==> src/rtl/dcache_pkg.sv <==
// Shared types, widths and address-field helpers for the direct-mapped data cache controller.
package dcache_pkg;

  localparam int ADDR_W   = 32;
  localparam int INDEX_W  = 5;
  localparam int OFFSET_W = 5;
  localparam int TAG_W    = ADDR_W - INDEX_W - OFFSET_W;
  localparam int LINE_W   = 256;
  localparam int WORD_W   = 32;
  localparam int WSEL_W   = 3;

  typedef enum logic [1:0] {
    INIT  = 2'd0,
    IDLE  = 2'd1,
    WB    = 2'd2,
    FETCH = 2'd3
  } state_t;

  function automatic logic [TAG_W-1:0] addr_tag(input logic [ADDR_W-1:0] addr);
    return addr[ADDR_W-1 -: TAG_W];
  endfunction

  function automatic logic [INDEX_W-1:0] addr_index(input logic [ADDR_W-1:0] addr);
    return addr[OFFSET_W +: INDEX_W];
  endfunction

  function automatic logic [WSEL_W-1:0] addr_word(input logic [ADDR_W-1:0] addr);
    return addr[2 +: WSEL_W];
  endfunction

endpackage

==> src/rtl/dcache_word_merge.sv <==
// Combinational word insert/extract on a cache line, indexed by the 3-bit word select.
module dcache_word_merge
  import dcache_pkg::*;
(
  input  logic [LINE_W-1:0] line,
  input  logic [WSEL_W-1:0] word_sel,
  input  logic [WORD_W-1:0] wdata,
  output logic [LINE_W-1:0] merged_line,
  output logic [WORD_W-1:0] rd_word
);

  logic [7:0] bit_base_s;

  assign bit_base_s = {word_sel, 5'd0};
  assign rd_word    = line[bit_base_s +: WORD_W];

  // Replace the selected word, keep the rest of the line
  always_comb begin
    merged_line = line;
    merged_line[bit_base_s +: WORD_W] = wdata;
  end

endmodule

==> src/rtl/dcache_controller.sv <==
// Write-back, write-allocate, direct-mapped data cache controller driving a 32-line tag/data SRAM.
module dcache_controller
  import dcache_pkg::*;
(
  input  logic              clock_i,
  input  logic              rst_i,
  input  logic              req_i,
  input  logic              we_i,
  input  logic [ADDR_W-1:0] addr_i,
  input  logic [WORD_W-1:0] wdata_i,
  output logic [WORD_W-1:0] rdata_o,
  output logic              stall_o,
  output logic              sram_enable_o,
  output logic              sram_write_o,
  output logic [INDEX_W-1:0] sram_index_o,
  output logic              sram_valid_o,
  output logic              sram_dirty_o,
  output logic [TAG_W-1:0]  sram_tag_o,
  output logic [LINE_W-1:0] sram_data_o,
  input  logic              sram_valid_i,
  input  logic              sram_dirty_i,
  input  logic [TAG_W-1:0]  sram_tag_i,
  input  logic [LINE_W-1:0] sram_data_i,
  output logic              mem_req_o,
  output logic              mem_we_o,
  output logic [ADDR_W-1:0] mem_addr_o,
  output logic [LINE_W-1:0] mem_data_o,
  input  logic              mem_ack_i,
  input  logic [LINE_W-1:0] mem_data_i
);

  state_t              state_r, state_s;
  logic [INDEX_W-1:0]  init_cnt_r;
  logic [TAG_W-1:0]    victim_tag_r;
  logic [LINE_W-1:0]   victim_line_r;
  logic [ADDR_W-1:0]   req_addr_r;
  logic                hit_s, miss_s;
  logic [LINE_W-1:0]   merged_line_s;
  logic [WORD_W-1:0]   rd_word_s;

  assign hit_s  = req_i & sram_valid_i & (sram_tag_i == addr_tag(addr_i));
  assign miss_s = req_i & ~hit_s;

  dcache_word_merge u_word_merge (
    .line        (sram_data_i),
    .word_sel    (addr_word(addr_i)),
    .wdata       (wdata_i),
    .merged_line (merged_line_s),
    .rd_word     (rd_word_s)
  );

  // State, init sweep counter and miss-time capture of victim and request address
  always_ff @(posedge clock_i or posedge rst_i) begin
    if (rst_i) begin
      state_r       <= INIT;
      init_cnt_r    <= {INDEX_W{1'b0}};
      victim_tag_r  <= {TAG_W{1'b0}};
      victim_line_r <= {LINE_W{1'b0}};
      req_addr_r    <= {ADDR_W{1'b0}};
    end else begin
      state_r <= state_s;
      if (state_r == INIT) begin
        init_cnt_r <= init_cnt_r + 5'd1;
      end else begin
        init_cnt_r <= {INDEX_W{1'b0}};
      end
      if ((state_r == IDLE) && miss_s) begin
        victim_tag_r  <= sram_tag_i;
        victim_line_r <= sram_data_i;
        req_addr_r    <= addr_i;
      end
    end
  end

  // SRAM index kept apart from the main decode: it never depends on SRAM read data
  always_comb begin
    sram_index_o = {INDEX_W{1'b0}};
    case (state_r)
      INIT:     sram_index_o = init_cnt_r;
      IDLE:     sram_index_o = addr_index(addr_i);
      WB:       sram_index_o = addr_index(req_addr_r);
      FETCH:    sram_index_o = addr_index(req_addr_r);
      default:  sram_index_o = {INDEX_W{1'b0}};
    endcase
  end

  // Next-state and output decode
  always_comb begin
    state_s       = state_r;
    rdata_o       = {WORD_W{1'b0}};
    stall_o       = 1'b0;
    sram_enable_o = 1'b0;
    sram_write_o  = 1'b0;
    sram_valid_o  = 1'b0;
    sram_dirty_o  = 1'b0;
    sram_tag_o    = {TAG_W{1'b0}};
    sram_data_o   = {LINE_W{1'b0}};
    mem_req_o     = 1'b0;
    mem_we_o      = 1'b0;
    mem_addr_o    = {ADDR_W{1'b0}};
    mem_data_o    = {LINE_W{1'b0}};
    case (state_r)
      INIT: begin
        stall_o       = 1'b1;
        sram_enable_o = 1'b1;
        sram_write_o  = 1'b1;
        if (init_cnt_r == 5'd31) begin
          state_s = IDLE;
        end else begin
          state_s = INIT;
        end
      end
      IDLE: begin
        sram_enable_o = 1'b1;
        if (miss_s) begin
          stall_o = 1'b1;
          if (sram_valid_i && sram_dirty_i) begin
            state_s = WB;
          end else begin
            state_s = FETCH;
          end
        end else if (req_i && we_i) begin
          sram_write_o = 1'b1;
          sram_valid_o = 1'b1;
          sram_dirty_o = 1'b1;
          sram_tag_o   = sram_tag_i;
          sram_data_o  = merged_line_s;
        end else if (req_i) begin
          rdata_o = rd_word_s;
        end else begin
          state_s = IDLE;
        end
      end
      WB: begin
        stall_o    = 1'b1;
        mem_req_o  = 1'b1;
        mem_we_o   = 1'b1;
        mem_addr_o = {victim_tag_r, addr_index(req_addr_r), 5'd0};
        mem_data_o = victim_line_r;
        if (mem_ack_i) begin
          state_s = FETCH;
        end else begin
          state_s = WB;
        end
      end
      FETCH: begin
        stall_o    = 1'b1;
        mem_req_o  = 1'b1;
        mem_addr_o = {req_addr_r[ADDR_W-1:OFFSET_W], 5'd0};
        if (mem_ack_i) begin
          // Refill lands clean; a pending store dirties it on the retry hit
          sram_enable_o = 1'b1;
          sram_write_o  = 1'b1;
          sram_valid_o  = 1'b1;
          sram_tag_o    = addr_tag(req_addr_r);
          sram_data_o   = mem_data_i;
          state_s       = IDLE;
        end else begin
          state_s = FETCH;
        end
      end
      default: begin
        stall_o = 1'b1;
        state_s = INIT;
      end
    endcase
  end

endmodule

==> config.mk <==
export PLATFORM = sky130hd
export DESIGN_NAME = dcache_controller
export DESIGN_NICKNAME = d
export VERILOG_FILES = /design/src/rtl/dcache_pkg.sv /design/src/rtl/dcache_word_merge.sv /design/src/rtl/dcache_controller.sv
export SDC_FILE = /design/constraint.sdc
export NUM_CORES = 1
export LEC_CHECK = 0
export ABC_AREA = 1
export CAP_MARGIN = 40
export CORE_AREA = 2 2 480 482
export DETAILED_ROUTE_END_ITERATION = 10
export DIE_AREA = 0 0 482 484
export HOLD_SLACK_MARGIN = 0.06
export PLACE_DENSITY_LB_ADDON = 0.08
export SLEW_MARGIN = 20
export SYNTH_ARGS = -nofsm -noshare
export SYNTH_HDL_FRONTEND = slang
export SYNTH_SLANG_ARGS = --single-unit
==> constraint.sdc <==
create_clock -name clock_i -period 13.2 [get_ports clock_i]
set_clock_uncertainty 0.15 [all_clocks]
set_input_delay 1.32 -clock clock_i [delete_from_list [all_inputs] [get_ports clock_i]]
set_output_delay 1.32 -clock clock_i [all_outputs]
set_load 0.02 [all_outputs]
==> flow_metrics.env <==
export IMPL_seq_area_frac_synth_pct=29.37
export IMPL_chipWidth_um=482
export IMPL_clock_latency_ns=0.67
export IMPL_cts_sinks=312
export IMPL_cts_path_max_buffers=3
export IMPL_netlist_cell_type_count=29
export IMPL_core_mm2=0.2286
export IMPL_dr_pass1_iters=5
export IMPL_p_seq_share_pct=22.6
export IMPL_maxSlewViolCount=0
export IMPL_slew_headroom_pct=22.45
export IMPL_drc=0
export IMPL_reg2reg_depth=8
export IMPL_ys_ff_latch=312
export IMPL_min_from="req_addr_r[6]"
export IMPL_worstHoldPathCells=2
export IMPL_cts_buffers=50
export IMPL_power_frac_clock_pct=19.3
export IMPL_dieHeight_um=484
export IMPL_p_total_w=0.007324
export IMPL_final_hold_violation_count=0
export IMPL_layout_min_cycle_time_ns=7.565
export IMPL_gp_congestion=0.9132
export IMPL_fmax_mhz=132.2
export IMPL_outcome="finished, final reports clean"
export IMPL_first_global_vias=36407
export IMPL_grt_pass1_wl_mm=379.7
export IMPL_post_route_period_util_pct=57.31
export IMPL_antenna_left=0
export IMPL_final_cell_mix="1,711 x nand2_1, 1,204 x clkdlybuf4s50_1, 525 x nor2_1"
export IMPL_cellPowerDensity_mw_per_mm2=167.7
export IMPL_final_common_cell="nand2_1"
export IMPL_wl_per_cell_um=34.35
export IMPL_holdPathEnd="req_addr_r[6]"
export IMPL_grt_max_degree=164
export IMPL_port_buffers=1207
export IMPL_yosysWarnings=0
export IMPL_drive_above_1_share_pct=3.825
export IMPL_die_area_mm2=0.2333
export IMPL_postCtsSetupBuffers=0
export IMPL_cp_max_fo=33
export IMPL_rsz0062_at_grt="no"
export IMPL_tns_ns=0
export IMPL_hp_class="reg2reg"
export IMPL_track_usage_pct=24.42
export IMPL_worstPathRequired_ns=11.73
export IMPL_critPathKind="in2out"
export IMPL_synth_cells=4596
export IMPL_ir_drop_uv=144.8
export IMPL_setup_ws_ns=5.635
export IMPL_holdBufCountCts=0
export IMPL_grt_overflow_total=0
export IMPL_viasPerCell=4.293
export IMPL_cpMaxStageDelayCell="clkdlybuf4s50_1"
export IMPL_p_leak_nw=19.32
export IMPL_cap_violations=0
export IMPL_dp_slack_ns=5.158
export IMPL_clkSlewWorstSetupHoldPaths_ns=0.05
export IMPL_antenna_found_initial=102
export IMPL_p_sw_share_pct=49.51
export IMPL_layout_area_overhead_vs_synth_pct=64.28
export IMPL_ioPinCount=1215
export IMPL_r2r_start="state_r[1]"
export IMPL_placementRows=176
export IMPL_first_iter_violations=3212
export IMPL_power_switching_w=0.003626
export IMPL_p_comb_share_pct=58.1
export IMPL_initial_core_util_pct=11.63
export IMPL_rrSetupSlack_ns=9.40
export IMPL_timing_critical_path_buf_inv=8
export IMPL_vias=37055
export IMPL_syn_area_mm2=0.02658
export IMPL_cp_start_kind="input port"
export IMPL_finalWirelength_mm=296.5
export IMPL_fin_nets=6150
export IMPL_worstSetupEndpointType="output pin"
export IMPL_power_internal_w=0.003698
export IMPL_dp_hpwl_mm=230.4
export IMPL_htreeDepth=2
export IMPL_path_cells="clkdlybuf4s50_1, buf_4, inv_2, buf_16, ha_1, inv_1, nand2_1, nor2_2, buf_4, nand2_1, buf_4, nand2_1, a21oi_1, nand3_1, nand2_1, clkdlybuf4s50_1"
export IMPL_cpLargestDelayFamily="buffers and inverters"
export IMPL_rr_endpoint="victim_line_r[229]"
export IMPL_cts_tree="yes"
export IMPL_cp_slowest_stage_delay_ns=0.63
export IMPL_cp_arrival_ns=6.10
export IMPL_cts_root_buffer="clkbuf_16"
export IMPL_cpMostUsedCell="nand2_1"
export IMPL_ctsResizeCount=0
export IMPL_setup_viol=0
export IMPL_worstMarginPinSlew_ns=1.163
export IMPL_syn_area_per_cell_um2=5.783
==> final cells by class <==
type                            instances  area, um^2
Antenna cell                           36       90.09
Clock buffer                           75        1489
Clock inverter                          9       120.1
Fill cell                           26471      184900
Inverter                              334        1284
Multi-Input combinational cell       3522       15720
Sequential cell                       312        7807
Tap cell                             3026        3786
Timing Repair Buffer                 1317       13360
==> metrics by stage <==
| stage | hold slack [ns] | instances | utilization, % | area, um^2 |
|---|---|---|---|---|
| finish | 0.3185 | 8631 | 19.10 | 43660 |
| global route | 0.3370 | 8602 | 19.07 | 43590 |
| CTS | 0.3222 | 8592 | 19.03 | 43500 |
| detailed placement | 0.3082 | 8508 | 18.33 | 41890 |
| global placement | 0.3030 | 8484 | 18.13 | 41440 |
| floorplan | 0.2919 | 4600 | - | 26590 |
==> tightest hold or removal path, cell delays in order, from the launching register on <==
cell and delay (ns):
dfrtp_1 0.34, nand2_1 0.05, nand2_1 0.05
==> state kept, by name, indices dropped and copies added (netlist names) <==
register and cells:
victim_line_r 256, req_addr_r 27, victim_tag_r 22, init_cnt_r 5, state_r 2
==> worst max-delay path by stage <==
stage                     from          endpoint  slack (ns)  depth (start not counted)
floorplan                rst_i     init_cnt_r[0]        3.10                          1
global placement     addr_i[4]   sram_data_o[50]        4.88                         12
detailed placement  addr_i[27]  sram_data_o[216]        5.16                         13
CTS                 addr_i[27]  sram_data_o[216]        5.16                         13
global route         addr_i[4]    sram_data_o[6]        5.41                         16
finish               addr_i[4]    sram_data_o[6]        5.63                         16
==> cells in the mapped netlist <==
library cell / count / area, um^2
clkinv_1: 2 / 7.510
buf_4: 22 / 165.2
o221ai_1: 64 / 560.5
xor2_1: 1 / 8.760
nand3_1: 406 / 2032
ha_1: 8 / 100.1
conb_1: 1 / 3.750
nor3_1: 64 / 320.3
o21ai_0: 131 / 655.6
nand2_4: 1 / 11.26
a22o_1: 22 / 192.7
buf_6: 13 / 146.4
nand2_1: 1713 / 6430
clkbuf_1: 269 / 1010
o21ai_1: 1 / 5.000
buf_2: 71 / 355.3
a221o_1: 4 / 40.04
nand3_2: 4 / 40.04
a21oi_1: 258 / 1291
buf_1: 57 / 214.0
inv_1: 328 / 1231
o211ai_1: 1 / 7.510
a211oi_1: 1 / 7.510
nor2_1: 529 / 1986
inv_2: 4 / 15.01
nand4_1: 307 / 1921
dfrtp_1: 312 / 7807
xnor2_1: 1 / 8.760
nor2_2: 1 / 6.260
==> power by group through the flow <==
stage / combinational, W / sequential (W) / clock, W
finish: 0.00425 / 0.00166 / 0.00141
global route: 0.00460 / 0.00171 / 0.00149
CTS: 0.00433 / 0.00165 / 0.00147
detailed placement: 0.00431 / 0.00166 / 0
global placement: 0.00429 / 0.00166 / 0
floorplan: 0.00214 / 0.00159 / 0
==> logic make-up after synthesis <==
group                      after synthesis  synth area share (%)
and+or+nand+nor                       3025                 47.95
other                                    1               0.01411
adders and majority gates                8                0.3766
AOI/OAI and AO/OA                      482                 10.38
DFF                                    312                 29.37
xor gates and xnor gates                 2               0.06592
buffers and inverters                  766                 11.83
==> routing by layer <==
layer | up-vias | wire length (um) | GRT usage, %
met5 | - | 163 | 0
met4 | 26 | 8202 | 5.861
met3 | 264 | 20770 | 5.495
met2 | 1620 | 138300 | 40.51
met1 | 18355 | 129000 | 31.81
li1 | 16790 | - | -
Power figures use the tool's default switching activity.
